**src/rtl/pc_seq_pkg.sv**
```systemverilog
// Shared definitions for the program-counter sequencer: op-field width and op codes.
package pc_seq_pkg;

  localparam int OP_W = 3;

  localparam logic [OP_W-1:0] OP_INC    = 3'b000;
  localparam logic [OP_W-1:0] OP_LOAD   = 3'b001;
  localparam logic [OP_W-1:0] OP_BRANCH = 3'b010;
  localparam logic [OP_W-1:0] OP_CALL   = 3'b011;
  localparam logic [OP_W-1:0] OP_RET    = 3'b100;
  localparam logic [OP_W-1:0] OP_HOLD   = 3'b101;

endpackage

```
**src/rtl/pc_ras.sv**
```systemverilog
// Circular return-address stack; when full, a push overwrites the oldest entry.
module pc_ras #(
  parameter int WIDTH     = 16,
  parameter int RAS_DEPTH = 8,
  parameter int CNT_W     = $clog2(RAS_DEPTH + 1)
) (
  input  logic             clk,
  input  logic             reset,
  input  logic             push_i,
  input  logic             pop_i,
  input  logic [WIDTH-1:0] data_i,
  output logic [WIDTH-1:0] top_o,
  output logic [CNT_W-1:0] count_o,
  output logic             full_o,
  output logic             empty_o
);

  localparam int PTR_W = $clog2(RAS_DEPTH);

  logic [WIDTH-1:0] mem_q [RAS_DEPTH];
  logic [PTR_W-1:0] wr_ptr_q, wr_ptr_d;
  logic [CNT_W-1:0] count_q, count_d;
  logic [PTR_W-1:0] ptr_inc, ptr_dec;

  // Non-power-of-two depths need explicit wrap of the pointer.
  assign ptr_inc = (wr_ptr_q == PTR_W'(RAS_DEPTH - 1)) ? '0 : PTR_W'(wr_ptr_q + 1'b1);
  assign ptr_dec = (wr_ptr_q == '0) ? PTR_W'(RAS_DEPTH - 1) : PTR_W'(wr_ptr_q - 1'b1);

  assign top_o   = mem_q[ptr_dec];
  assign full_o  = (count_q == CNT_W'(RAS_DEPTH));
  assign empty_o = (count_q == '0);
  assign count_o = count_q;

  always_comb begin
    wr_ptr_d = wr_ptr_q;
    count_d  = count_q;
    if (push_i) begin
      wr_ptr_d = ptr_inc;
      if (!full_o) count_d = CNT_W'(count_q + 1'b1);
    end else if (pop_i && !empty_o) begin
      wr_ptr_d = ptr_dec;
      count_d  = CNT_W'(count_q - 1'b1);
    end
  end

  always_ff @(posedge clk) begin
    if (reset) begin
      wr_ptr_q <= '0;
      count_q  <= '0;
    end else begin
      wr_ptr_q <= wr_ptr_d;
      count_q  <= count_d;
    end
  end

  // Entry storage carries no reset so it can map onto RAM.
  always_ff @(posedge clk) begin
    if (push_i && !reset) mem_q[wr_ptr_q] <= data_i;
  end

endmodule

```
**src/rtl/pc_sequencer.sv**
```systemverilog
// Program-counter sequencer: PC register, next-PC selection and sticky stack error flags.
module pc_sequencer
  import pc_seq_pkg::*;
#(
  parameter int WIDTH        = 16,
  parameter int STEP         = 1,
  parameter int RAS_DEPTH    = 8,
  parameter int RESET_VECTOR = 0
) (
  input  logic                             clk,
  input  logic                             reset,
  input  logic                             stall,
  input  logic [OP_W-1:0]                  op,
  input  logic [WIDTH-1:0]                 target,
  input  logic [WIDTH-1:0]                 offset,
  output logic [WIDTH-1:0]                 pc_out,
  output logic [$clog2(RAS_DEPTH+1)-1:0]   ras_count,
  output logic                             ras_full,
  output logic                             ras_empty,
  output logic                             err_overflow,
  output logic                             err_underflow
);

  logic [WIDTH-1:0] pc_q, pc_d;
  logic             err_ovf_q, err_ovf_d;
  logic             err_unf_q, err_unf_d;
  logic             push, pop;
  logic [WIDTH-1:0] pc_step, ras_top;

  assign pc_step = pc_q + WIDTH'(STEP);

  always_comb begin
    pc_d      = pc_q;
    err_ovf_d = err_ovf_q;
    err_unf_d = err_unf_q;
    push      = 1'b0;
    pop       = 1'b0;
    if (!stall) begin
      case (op)
        OP_INC:    pc_d = pc_step;
        OP_LOAD:   pc_d = target;
        OP_BRANCH: pc_d = pc_q + offset;
        OP_CALL: begin
          push = 1'b1;
          pc_d = target;
          if (ras_full) err_ovf_d = 1'b1;
        end
        OP_RET: begin
          // An empty stack degrades RET to a plain increment.
          if (ras_empty) begin
            pc_d      = pc_step;
            err_unf_d = 1'b1;
          end else begin
            pop  = 1'b1;
            pc_d = ras_top;
          end
        end
        default: pc_d = pc_q;
      endcase
    end
  end

  always_ff @(posedge clk) begin
    if (reset) begin
      pc_q      <= WIDTH'(RESET_VECTOR);
      err_ovf_q <= 1'b0;
      err_unf_q <= 1'b0;
    end else begin
      pc_q      <= pc_d;
      err_ovf_q <= err_ovf_d;
      err_unf_q <= err_unf_d;
    end
  end

  pc_ras #(
    .WIDTH     (WIDTH),
    .RAS_DEPTH (RAS_DEPTH)
  ) u_ras (
    .clk     (clk),
    .reset   (reset),
    .push_i  (push),
    .pop_i   (pop),
    .data_i  (pc_step),
    .top_o   (ras_top),
    .count_o (ras_count),
    .full_o  (ras_full),
    .empty_o (ras_empty)
  );

  assign pc_out        = pc_q;
  assign err_overflow  = err_ovf_q;
  assign err_underflow = err_unf_q;

endmodule
```
**config.mk**
```make
export PLATFORM = sky130hd
export DESIGN_NAME = pc_sequencer
export DESIGN_NICKNAME = d
export VERILOG_FILES = /design/src/rtl/pc_seq_pkg.sv /design/src/rtl/pc_ras.sv /design/src/rtl/pc_sequencer.sv
export SDC_FILE = /design/constraint.sdc
export NUM_CORES = 1
export LEC_CHECK = 0
export BUFFER_PORTS_ARGS = -buffer_cell sky130_fd_sc_hd__buf_2
export CAP_MARGIN = 30
export CORE_AREA = 2 2 141 143
export CTS_CLUSTER_DIAMETER = 30
export CTS_CLUSTER_SIZE = 8
export DETAILED_ROUTE_END_ITERATION = 8
export DIE_AREA = 0 0 143 145
export PLACE_DENSITY_LB_ADDON = 0.25
export SYNTH_ARGS = -nofsm -noshare
export SYNTH_HDL_FRONTEND = slang
export SYNTH_HIERARCHICAL = 1
export SYNTH_SLANG_ARGS = --single-unit
export TNS_END_PERCENT = 5
```
**constraint.sdc**
```tcl
create_clock -name clk -period 7.3 [get_ports clk]
set_input_delay 1.46 -clock clk [delete_from_list [all_inputs] [get_ports clk]]
set_output_delay 1.46 -clock clk [all_outputs]
set_load 0.01 [all_outputs]
```
==> impl_results.html, run 1 <==
<table>
<tr><th>Metric</th><th>Value</th></tr>
<tr><th colspan="2">Global routing</th></tr>
<tr><td>GR Util All Layers</td><td>20.9%</td></tr>
<tr><td>First-pass GRT wire length</td><td>31,700 um</td></tr>
<tr><td>Initial antenna violation count</td><td>0</td></tr>
<tr><td>Total overflow reported by the global router</td><td>0</td></tr>
<tr><td>Via count of the first global-routing pass</td><td>5,285</td></tr>
<tr><td>Pin count of the biggest net entering global routing</td><td>41</td></tr>
<tr><th colspan="2">CTS</th></tr>
<tr><td>CTS clk-pin slew, worst paths</td><td>0.07 ns</td></tr>
<tr><td>CTS tree</td><td>built</td></tr>
<tr><td>Clock buffer depth</td><td>2</td></tr>
<tr><td>Num CTS Buffers</td><td>17</td></tr>
<tr><td>CTS Hold Bufs</td><td>0</td></tr>
<tr><td>Number of buffers inserted to repair setup after CTS</td><td>0</td></tr>
<tr><td>Clk root buf</td><td>sky130_fd_sc_hd__clkbuf_16</td></tr>
<tr><td>Number of sinks handled by clock tree synthesis</td><td>153</td></tr>
<tr><td>Resized cells post-CTS</td><td>0</td></tr>
<tr><td>Clk_lat worst skew</td><td>0.43 ns</td></tr>
<tr><td>H-Tree Depth</td><td>4</td></tr>
<tr><th colspan="2">Final layout</th></tr>
<tr><td>Footprint of the multi-input gates</td><td>0.00293 mm^2</td></tr>
<tr><td>Syn-to-layout area delta</td><td>16.6%</td></tr>
<tr><td>Layout Nets</td><td>713</td></tr>
<tr><td>Commonest cells after routing, fill and taps aside</td><td>128 x sky130_fd_sc_hd__edfxtp_1, 61 x sky130_fd_sc_hd__buf_2, 47 x sky130_fd_sc_hd__nor2_1, 28 x sky130_fd_sc_hd__o22ai_1, 28 x sky130_fd_sc_hd__mux2i_1</td></tr>
<tr><td>Final non-filler cell area</td><td>0.00879 mm^2</td></tr>
<tr><td>Leading cell type in the layout, fill and taps excluded</td><td>sky130_fd_sc_hd__edfxtp_1</td></tr>
<tr><td>Reg area</td><td>0.00434 mm^2</td></tr>
<tr><td>Share of cells above drive strength 1</td><td>21.4%</td></tr>
<tr><td>Antenna Diode Count</td><td>0</td></tr>
<tr><td>Count of fill cells added during filler insertion</td><td>1,721</td></tr>
<tr><th colspan="2">Route</th></tr>
<tr><td>Post-detailed-route wirelength per cell</td><td>22.4 um</td></tr>
<tr><td>DR iter-0 viols</td><td>544</td></tr>
<tr><td>Final ANT Viol Nets</td><td>0</td></tr>
<tr><td>Vias per Instance</td><td>5.76</td></tr>
<tr><td>Routed via count</td><td>5,353</td></tr>
<tr><td>Detailed Route WL</td><td>20,800 um</td></tr>
<tr><td>Detailed-route DRC error count</td><td>0</td></tr>
<tr><td>Total iterations of the first detailed-routing run</td><td>6</td></tr>
<tr><th colspan="2">Timing</th></tr>
<tr><td>Final hold slack</td><td>0.476 ns</td></tr>
<tr><td>Setup repair after global routing missed its margin</td><td>false</td></tr>
<tr><td>Period utilization</td><td>52.3%</td></tr>
<tr><td>Setup skew after layout</td><td>0.00999 ns</td></tr>
<tr><td>Peak Freq</td><td>262 MHz</td></tr>
<tr><td>Final-report setup violation count</td><td>0</td></tr>
<tr><td>Endpoints failing hold</td><td>0</td></tr>
<tr><td>Smallest setup slack after layout</td><td>3.48 ns</td></tr>
<tr><td>Worst rel slew slack</td><td>31.9%</td></tr>
<tr><td>Worst-margin pin slew</td><td>1.01 ns</td></tr>
<tr><td>Final number of max-transition violations</td><td>0</td></tr>
<tr><td>Final critical delay including setup and external delays</td><td>3.82 ns</td></tr>
<tr><td>Setup TNS</td><td>0 ns</td></tr>
<tr><th colspan="2">Synth</th></tr>
<tr><td>Number of flops mapped to enable cells by yosys</td><td>128</td></tr>
<tr><td>Area share of the largest cell type after synthesis</td><td>51.0%</td></tr>
<tr><td>Synthesized Nets</td><td>644</td></tr>
<tr><td>Synthesis Warnings</td><td>6</td></tr>
<tr><td>Syn avg cell area</td><td>13.0 um^2</td></tr>
<tr><td>Ys flop type</td><td>sky130_fd_sc_hd__edfxtp_1</td></tr>
<tr><td>Top cells by area in the synthesized netlist</td><td>sky130_fd_sc_hd__edfxtp_1 51%, sky130_fd_sc_hd__dfxtp_1 6.6%, sky130_fd_sc_hd__mux2i_1 3.7%, sky130_fd_sc_hd__ha_1 3.7%, sky130_fd_sc_hd__mux4_2 3.6%</td></tr>
<tr><td>Netlist area before placement</td><td>0.00754 mm^2</td></tr>
<tr><td>Synth Register Bits</td><td>153</td></tr>
<tr><td>Library cell occupying the most area in the post-synthesis netlist</td><td>sky130_fd_sc_hd__edfxtp_1</td></tr>
<tr><td>Synthesized instance count</td><td>582</td></tr>
<tr><td>Netlist cell types</td><td>63</td></tr>
<tr><td>Fraction of the yosys area taken by sequential cells</td><td>57.6%</td></tr>
<tr><td>Post-synthesis async set-or-reset flop share</td><td>0%</td></tr>
<tr><th colspan="2">Placed design</th></tr>
<tr><td>Placer congestion estimate</td><td>0.928</td></tr>
<tr><td>DP Wirelength</td><td>14,800 um</td></tr>
<tr><td>Placement Setup Slack</td><td>3.11 ns</td></tr>
<tr><td>Number of input and output port buffers inserted</td><td>61</td></tr>
<tr><td>Post-Place Cell Area</td><td>0.00814 mm^2</td></tr>
<tr><th colspan="2">Floorplanning</th></tr>
<tr><td>Vertical die dimension</td><td>145 um</td></tr>
<tr><td>Core area</td><td>0.0192 mm^2</td></tr>
<tr><td>Number of primary I/O pins</td><td>62</td></tr>
<tr><td>Horizontal die dimension</td><td>143 um</td></tr>
<tr><td>Row cnt</td><td>51</td></tr>
<tr><td>Total Die Area</td><td>0.0207 mm^2</td></tr>
<tr><td>Initial core utilization</td><td>39.2%</td></tr>
<tr><th colspan="2">Critical path</th></tr>
<tr><td>Required arrival time at the worst endpoint</td><td>7.59 ns</td></tr>
<tr><td>Startpoint-to-endpoint class of the critical path</td><td>register to register</td></tr>
<tr><td>Start point of the critical path</td><td>u_ras/wr_ptr_q[0]</td></tr>
<tr><td>Endpoint of the most critical setup path</td><td>pc_out[7]</td></tr>
<tr><td>Setup crit start kind</td><td>register</td></tr>
<tr><td>Worst reg2reg setup slack</td><td>3.48 ns</td></tr>
<tr><td>Endpoint of the most critical register-to-register path</td><td>pc_out[7]</td></tr>
<tr><td>Reg-to-Reg Start</td><td>u_ras/wr_ptr_q[0]</td></tr>
<tr><td>R2r worst-path depth</td><td>11</td></tr>
<tr><td>Highest net fanout along the worst path</td><td>40</td></tr>
<tr><td>Arrival time of data at the critical path endpoint</td><td>4.11 ns</td></tr>
<tr><td>Kind of capture point of the worst setup path</td><td>register</td></tr>
<tr><th colspan="2">Worst hold path</th></tr>
<tr><td>HP Class</td><td>register to register</td></tr>
<tr><td>Startpoint of the most critical hold path</td><td>err_overflow</td></tr>
<tr><td>Hold Path Depth</td><td>2</td></tr>
<tr><th colspan="2">Job</th></tr>
<tr><td>Max cap viols</td><td>0</td></tr>
<tr><th colspan="2">Pwr</th></tr>
<tr><td>Reg power frac</td><td>45.7%</td></tr>
<tr><td>Design internal power</td><td>0.00162 W</td></tr>
<tr><td>Power density over the cells</td><td>244 mW/mm^2</td></tr>
<tr><td>Clock group share of total power</td><td>44.6%</td></tr>
<tr><td>Leakage component of the power</td><td>3.17 nW</td></tr>
<tr><td>Logic gate share of total power</td><td>9.7%</td></tr>
<tr><td>Total net switching power</td><td>0.000524 W</td></tr>
<tr><td>Highest ir drop seen on vdd</td><td>0.202 mV</td></tr>
<tr><td>Sw frac</td><td>24.5%</td></tr>
<tr><th colspan="2">Outcome</th></tr>
<tr><td>Outcome</td><td>completed</td></tr>
</table>
==> cell type report <==
class	instances	area share (%)
clock buffer	17	4.84
clock inverter	15	2.39
inverter	22	0.940
multi-input combinational	377	33.4
sequential	153	49.4
tap	265	3.77
timing repair buffer	80	5.23
==> how the worst min path moves through the flow <==
| stage | endpoint | slack [ns] |
|---|---|---|
| floorplan | err_overflow | 0.50 |
| global placement | err_underflow | 0.47 |
| detailed placement | err_overflow | 0.46 |
| CTS | err_overflow | 0.48 |
| global route | err_overflow | 0.52 |
| finish | err_overflow | 0.48 |
==> worst max-delay path: stages, from the launching register on <==
cell and delay (ns):
sky130_fd_sc_hd__dfxtp_1 0.58, sky130_fd_sc_hd__inv_1 0.12, sky130_fd_sc_hd__ha_1 0.22, sky130_fd_sc_hd__ha_1 0.32
sky130_fd_sc_hd__nor2b_4 0.53, sky130_fd_sc_hd__buf_4 0.54, sky130_fd_sc_hd__mux2i_1 0.41, sky130_fd_sc_hd__mux4_2 0.31
sky130_fd_sc_hd__inv_1 0.06, sky130_fd_sc_hd__a221o_1 0.32, sky130_fd_sc_hd__a221oi_2 0.18, sky130_fd_sc_hd__nor3_1 0.07
==> cells in the mapped netlist, types with 7 or more instances <==
master and n:
sky130_fd_sc_hd__a21o_1 8, sky130_fd_sc_hd__o21ai_0 15, sky130_fd_sc_hd__nor3_1 18, sky130_fd_sc_hd__nand2_1 22
sky130_fd_sc_hd__a21oi_1 21, sky130_fd_sc_hd__a221oi_2 7, sky130_fd_sc_hd__edfxtp_1 128, sky130_fd_sc_hd__o22ai_1 28
sky130_fd_sc_hd__nor2_1 47, sky130_fd_sc_hd__o21ai_1 7, sky130_fd_sc_hd__a221o_1 12, sky130_fd_sc_hd__a221oi_1 8
sky130_fd_sc_hd__xor2_1 11, sky130_fd_sc_hd__ha_1 22, sky130_fd_sc_hd__a211oi_1 9, sky130_fd_sc_hd__clkbuf_1 13
sky130_fd_sc_hd__mux4_2 12, sky130_fd_sc_hd__xnor2_1 17, sky130_fd_sc_hd__inv_1 22, sky130_fd_sc_hd__nand3_1 11
sky130_fd_sc_hd__dfxtp_1 25, sky130_fd_sc_hd__mux2i_1 28
==> registers in the layout, indices dropped and copies added (netlist names) <==
signal,cells
u_ras/count_o,4
u_ras/wr_ptr_q,3
u_ras/mem_q,128
pc_out,16
err_overflow,1
err_underflow,1
==> metrics by stage <==
stage	util, %	power [W]	std cells
finish	45.7	0.00214	929
global route	45.7	0.00221	929
CTS	45.7	0.00215	927
detailed placement	42.4	0.00120	895
global placement	42.1	0.00120	889
floorplan	-	0.00112	582
==> power groups by stage <==
stage / sequential [W] / combinational, W / clock [W]
after floorplan: 0.000996 / 0.000128 / 0
after global placement: 0.000998 / 0.000201 / 0
after detailed placement: 0.000999 / 0.000205 / 0
after CTS: 0.000980 / 0.000206 / 0.000964
after global routing: 0.000982 / 0.000227 / 0.00100
final: 0.000980 / 0.000208 / 0.000955
==> per-layer routing <==
metal	wire length, um	global-route usage (%)
met1	8970	28.0
met2	10000	33.0
met3	1330	5.02
met4	535	7.72
met5	0	0
==> kinds of logic after synthesis <==
logic type / share of synthesized area (%)
AOI/OAI and AO/OA: 15.5
muxes: 7.30
adders and majority gates: 4.18
buffers and inverters: 3.59
xor gates and xnor gates: 3.25
and+or+nand+nor: 8.55
DFF: 57.6
No activity file was read; power rests on OpenSTA's default activity.
==> run 2: changes to the inputs <==
==> constraint.sdc (replaced) <==
create_clock -name clk -period 3.25 [get_ports clk]
set_input_delay 0.65 -clock clk [delete_from_list [all_inputs] [get_ports clk]]
set_output_delay 0.65 -clock clk [all_outputs]
set_load 0.01 [all_outputs]
==> run 2 against run 1 <==
Against the previous run:
- cell count grew 0.65%
- register-to-register slack lost 3.0 ns
- via count shrank 1.7%
- die area is the same
- final area grew 1.0%
- global-route usage shrank 1.7 points
- critical path type unchanged
- critical endpoint is now pc_out[10]
- largest power group unchanged
- highest routed layer unchanged
==> impl_results.html, run 2 (synthesis results as in run 1) <==
<table>
<tr><th>Metric</th><th>Value</th></tr>
<tr><th colspan="2">Outcome</th></tr>
<tr><td>Outcome</td><td>completed</td></tr>
<tr><th colspan="2">Timing</th></tr>
<tr><td>Final-report setup violation count</td><td>0 (unchanged)</td></tr>
<tr><td>Peak Freq</td><td>357 MHz (+36%)</td></tr>
<tr><td>Final critical delay including setup and external delays</td><td>2.80 ns (-1.02 ns)</td></tr>
<tr><td>Setup skew after layout</td><td>0.0117 ns (+0.00167 ns)</td></tr>
<tr><td>Setup repair after global routing missed its margin</td><td>false</td></tr>
<tr><td>Final hold slack</td><td>0.490 ns (+0.0132 ns)</td></tr>
<tr><td>Period utilization</td><td>86.3% (+34 points)</td></tr>
<tr><td>Final number of max-transition violations</td><td>0 (unchanged)</td></tr>
<tr><td>Worst rel slew slack</td><td>40.3% (+8.3 points)</td></tr>
<tr><td>Worst-margin pin slew</td><td>0.889 ns (-0.124 ns)</td></tr>
<tr><td>Endpoints failing hold</td><td>0 (unchanged)</td></tr>
<tr><th colspan="2">Floorplanning</th></tr>
<tr><td>Total Die Area</td><td>0.0207 mm^2 (unchanged)</td></tr>
<tr><td>Initial core utilization</td><td>39.2% (unchanged)</td></tr>
<tr><td>Core area</td><td>0.0192 mm^2 (unchanged)</td></tr>
<tr><td>Number of primary I/O pins</td><td>62 (unchanged)</td></tr>
<tr><td>Horizontal die dimension</td><td>143 um (unchanged)</td></tr>
<tr><td>Row cnt</td><td>51 (unchanged)</td></tr>
<tr><td>Vertical die dimension</td><td>145 um (unchanged)</td></tr>
<tr><th colspan="2">Final layout</th></tr>
<tr><td>Number of flip-flops under the largest register name</td><td>128 (unchanged)</td></tr>
<tr><td>Util after Layout</td><td>46.2% (+0.46 points)</td></tr>
<tr><td>Antenna Diode Count</td><td>0 (unchanged)</td></tr>
<tr><td>Share of cells above drive strength 1</td><td>21.8% (+0.41 points)</td></tr>
<tr><td>Syn-to-layout area delta</td><td>17.7%</td></tr>
<tr><td>Leading cell type in the layout, fill and taps excluded</td><td>sky130_fd_sc_hd__edfxtp_1</td></tr>
<tr><td>Final non-filler cell area</td><td>0.00887 mm^2 (+1.0%)</td></tr>
<tr><td>Commonest cells after routing, fill and taps aside</td><td>128 x sky130_fd_sc_hd__edfxtp_1, 61 x sky130_fd_sc_hd__buf_2, 47 x sky130_fd_sc_hd__nor2_1, 28 x sky130_fd_sc_hd__o22ai_1, 28 x sky130_fd_sc_hd__mux2i_1</td></tr>
<tr><td>Layout Nets</td><td>719 (+0.84%)</td></tr>
<tr><td>Register with the highest flop count</td><td>u_ras/mem_q</td></tr>
<tr><th colspan="2">CTS</th></tr>
<tr><td>Num CTS Buffers</td><td>17 (unchanged)</td></tr>
<tr><td>Clock buffer depth</td><td>2 (unchanged)</td></tr>
<tr><td>CTS clk-pin slew, worst paths</td><td>0.07 ns (about the same)</td></tr>
<tr><td>CTS tree</td><td>built</td></tr>
<tr><td>H-Tree Depth</td><td>4 (unchanged)</td></tr>
<tr><td>Number of buffers inserted to repair setup after CTS</td><td>0 (unchanged)</td></tr>
<tr><td>Number of sinks handled by clock tree synthesis</td><td>153 (unchanged)</td></tr>
<tr><td>Clk root buf</td><td>sky130_fd_sc_hd__clkbuf_16</td></tr>
<tr><td>CTS Hold Bufs</td><td>0 (unchanged)</td></tr>
<tr><td>Resized cells post-CTS</td><td>0 (unchanged)</td></tr>
<tr><td>Clk_lat worst skew</td><td>0.41 ns (-0.02 ns)</td></tr>
<tr><th colspan="2">Critical path</th></tr>
<tr><td>Highest net fanout along the worst path</td><td>54 (+35%)</td></tr>
<tr><td>Setup crit start kind</td><td>register</td></tr>
<tr><td>Endpoint of the most critical setup path</td><td>pc_out[10]</td></tr>
<tr><td>Required arrival time at the worst endpoint</td><td>3.55 ns (-4.04 ns)</td></tr>
<tr><td>Arrival time of data at the critical path endpoint</td><td>3.10 ns (-1.01 ns)</td></tr>
<tr><td>Endpoint of the most critical register-to-register path</td><td>pc_out[10]</td></tr>
<tr><td>Kind of capture point of the worst setup path</td><td>register</td></tr>
<tr><td>Worst reg2reg setup slack</td><td>0.45 ns (-3.03 ns)</td></tr>
<tr><td>R2r worst-path depth</td><td>11 (unchanged)</td></tr>
<tr><td>Start point of the critical path</td><td>u_ras/wr_ptr_q[1]</td></tr>
<tr><td>Startpoint-to-endpoint class of the critical path</td><td>register to register</td></tr>
<tr><td>Reg-to-Reg Start</td><td>u_ras/wr_ptr_q[1]</td></tr>
<tr><th colspan="2">Placed design</th></tr>
<tr><td>DP Wirelength</td><td>13,700 um (-7.8%)</td></tr>
<tr><td>Placer congestion estimate</td><td>0.864 (-6.9%)</td></tr>
<tr><td>Post-Place Cell Area</td><td>0.00827 mm^2 (+1.7%)</td></tr>
<tr><td>Number of input and output port buffers inserted</td><td>61 (unchanged)</td></tr>
<tr><th colspan="2">Route</th></tr>
<tr><td>Detailed Route WL</td><td>19,400 um (-7.1%)</td></tr>
<tr><td>Detailed-route DRC error count</td><td>0 (unchanged)</td></tr>
<tr><td>Final ANT Viol Nets</td><td>0 (unchanged)</td></tr>
<tr><td>Vias per Instance</td><td>5.63 (-2.3%)</td></tr>
<tr><td>Total iterations of the first detailed-routing run</td><td>5 (-1)</td></tr>
<tr><td>DR iter-0 viols</td><td>406 (-25%)</td></tr>
<tr><td>Routed via count</td><td>5,263 (-1.7%)</td></tr>
<tr><td>Post-detailed-route wirelength per cell</td><td>20.7 um (-7.7%)</td></tr>
<tr><th colspan="2">Worst hold path</th></tr>
<tr><td>Startpoint of the most critical hold path</td><td>err_overflow</td></tr>
<tr><td>Hold Path Depth</td><td>2 (unchanged)</td></tr>
<tr><td>HP Class</td><td>register to register</td></tr>
<tr><th colspan="2">Pwr</th></tr>
<tr><td>Highest ir drop seen on vdd</td><td>0.340 mV (+68%)</td></tr>
<tr><td>Leakage component of the power</td><td>3.19 nW (+0.74%)</td></tr>
<tr><td>Power density over the cells</td><td>523 mW/mm^2 (+110%)</td></tr>
<tr><th colspan="2">Global routing</th></tr>
<tr><td>First-pass GRT wire length</td><td>30,500 um (-3.8%)</td></tr>
<tr><td>Total overflow reported by the global router</td><td>0 (unchanged)</td></tr>
<tr><td>GR Util All Layers</td><td>19.3% (-1.7 points)</td></tr>
<tr><td>Pin count of the biggest net entering global routing</td><td>55 (+34%)</td></tr>
<tr><td>Via count of the first global-routing pass</td><td>5,309 (+0.45%)</td></tr>
<tr><td>Initial antenna violation count</td><td>0 (unchanged)</td></tr>
<tr><th colspan="2">Job</th></tr>
<tr><td>Max cap viols</td><td>0 (unchanged)</td></tr>
</table>
[run 2: cell count changes in the layout (fill, tap and decap cells not counted), sizes merged]
cell      before  now
buf           80   86
bufinv         4    3
clkinv         2    3
inv           29   26
clkbuf        17   19
clkinvlp       2    3
[run 2: how the worst min path moves through the flow]
stage	to	slack, ns
2_1_floorplan	err_overflow	0.50
3_3_place_gp	err_underflow	0.47
3_5_place_dp	err_overflow	0.48
4_1_cts	err_overflow	0.50
5_1_grt	err_underflow	0.52
6_report	err_overflow	0.49
[run 2: through the flow]
stage	setup TNS, ns	total power [W]	setup slack (ns)	cells
3_3_place_gp	0	0.00268	0.399	903
2_1_floorplan	-5.59	0.00253	-0.349	582
3_5_place_dp	0	0.00269	0.416	903
5_1_grt	0	0.00480	0.252	935
4_1_cts	0	0.00467	0.441	935
6_report	0	0.00464	0.447	935
[run 2: final cells by class]
class / count / area (um^2)
Tap cell: 265 / 332
Inverter: 22 / 82.6
Timing Repair Buffer: 86 / 581
Clock buffer: 19 / 433
Clock inverter: 13 / 169
Multi-Input combinational cell: 377 / 2930
Sequential cell: 153 / 4340
Fill cell: 1756 / 10300
[run 2: layer usage]
metal / vias to the layer above / wire [um] / global-route usage [%]
met5: - / 0 / 0
met1: 2626 / 8570 / 26.8
met3: 21 / 1060 / 3.40
met4: 0 / 410 / 6.39
met2: 173 / 9320 / 30.4
li1: 2443 / - / -
[run 2: power by group]
group / total (W) / switching, W / internal (W)
Clock: 0.00199 / 0.000771 / 0.00122
Combinational: 0.000453 / 0.000280 / 0.000173
Sequential: 0.00220 / 0.0000359 / 0.00216
[run 2: worst max-delay path, stage by stage (launching register included)]
cell                       delay (ns)
sky130_fd_sc_hd__dfxtp_1         0.39
sky130_fd_sc_hd__inv_1           0.08
sky130_fd_sc_hd__ha_1            0.18
sky130_fd_sc_hd__ha_1            0.32
sky130_fd_sc_hd__nor2b_4         0.17
sky130_fd_sc_hd__buf_12          0.28
sky130_fd_sc_hd__mux2i_1         0.24
sky130_fd_sc_hd__mux4_2          0.26
sky130_fd_sc_hd__inv_1           0.07
sky130_fd_sc_hd__a221oi_1        0.30
sky130_fd_sc_hd__a21oi_1         0.12
sky130_fd_sc_hd__a211o_1         0.23
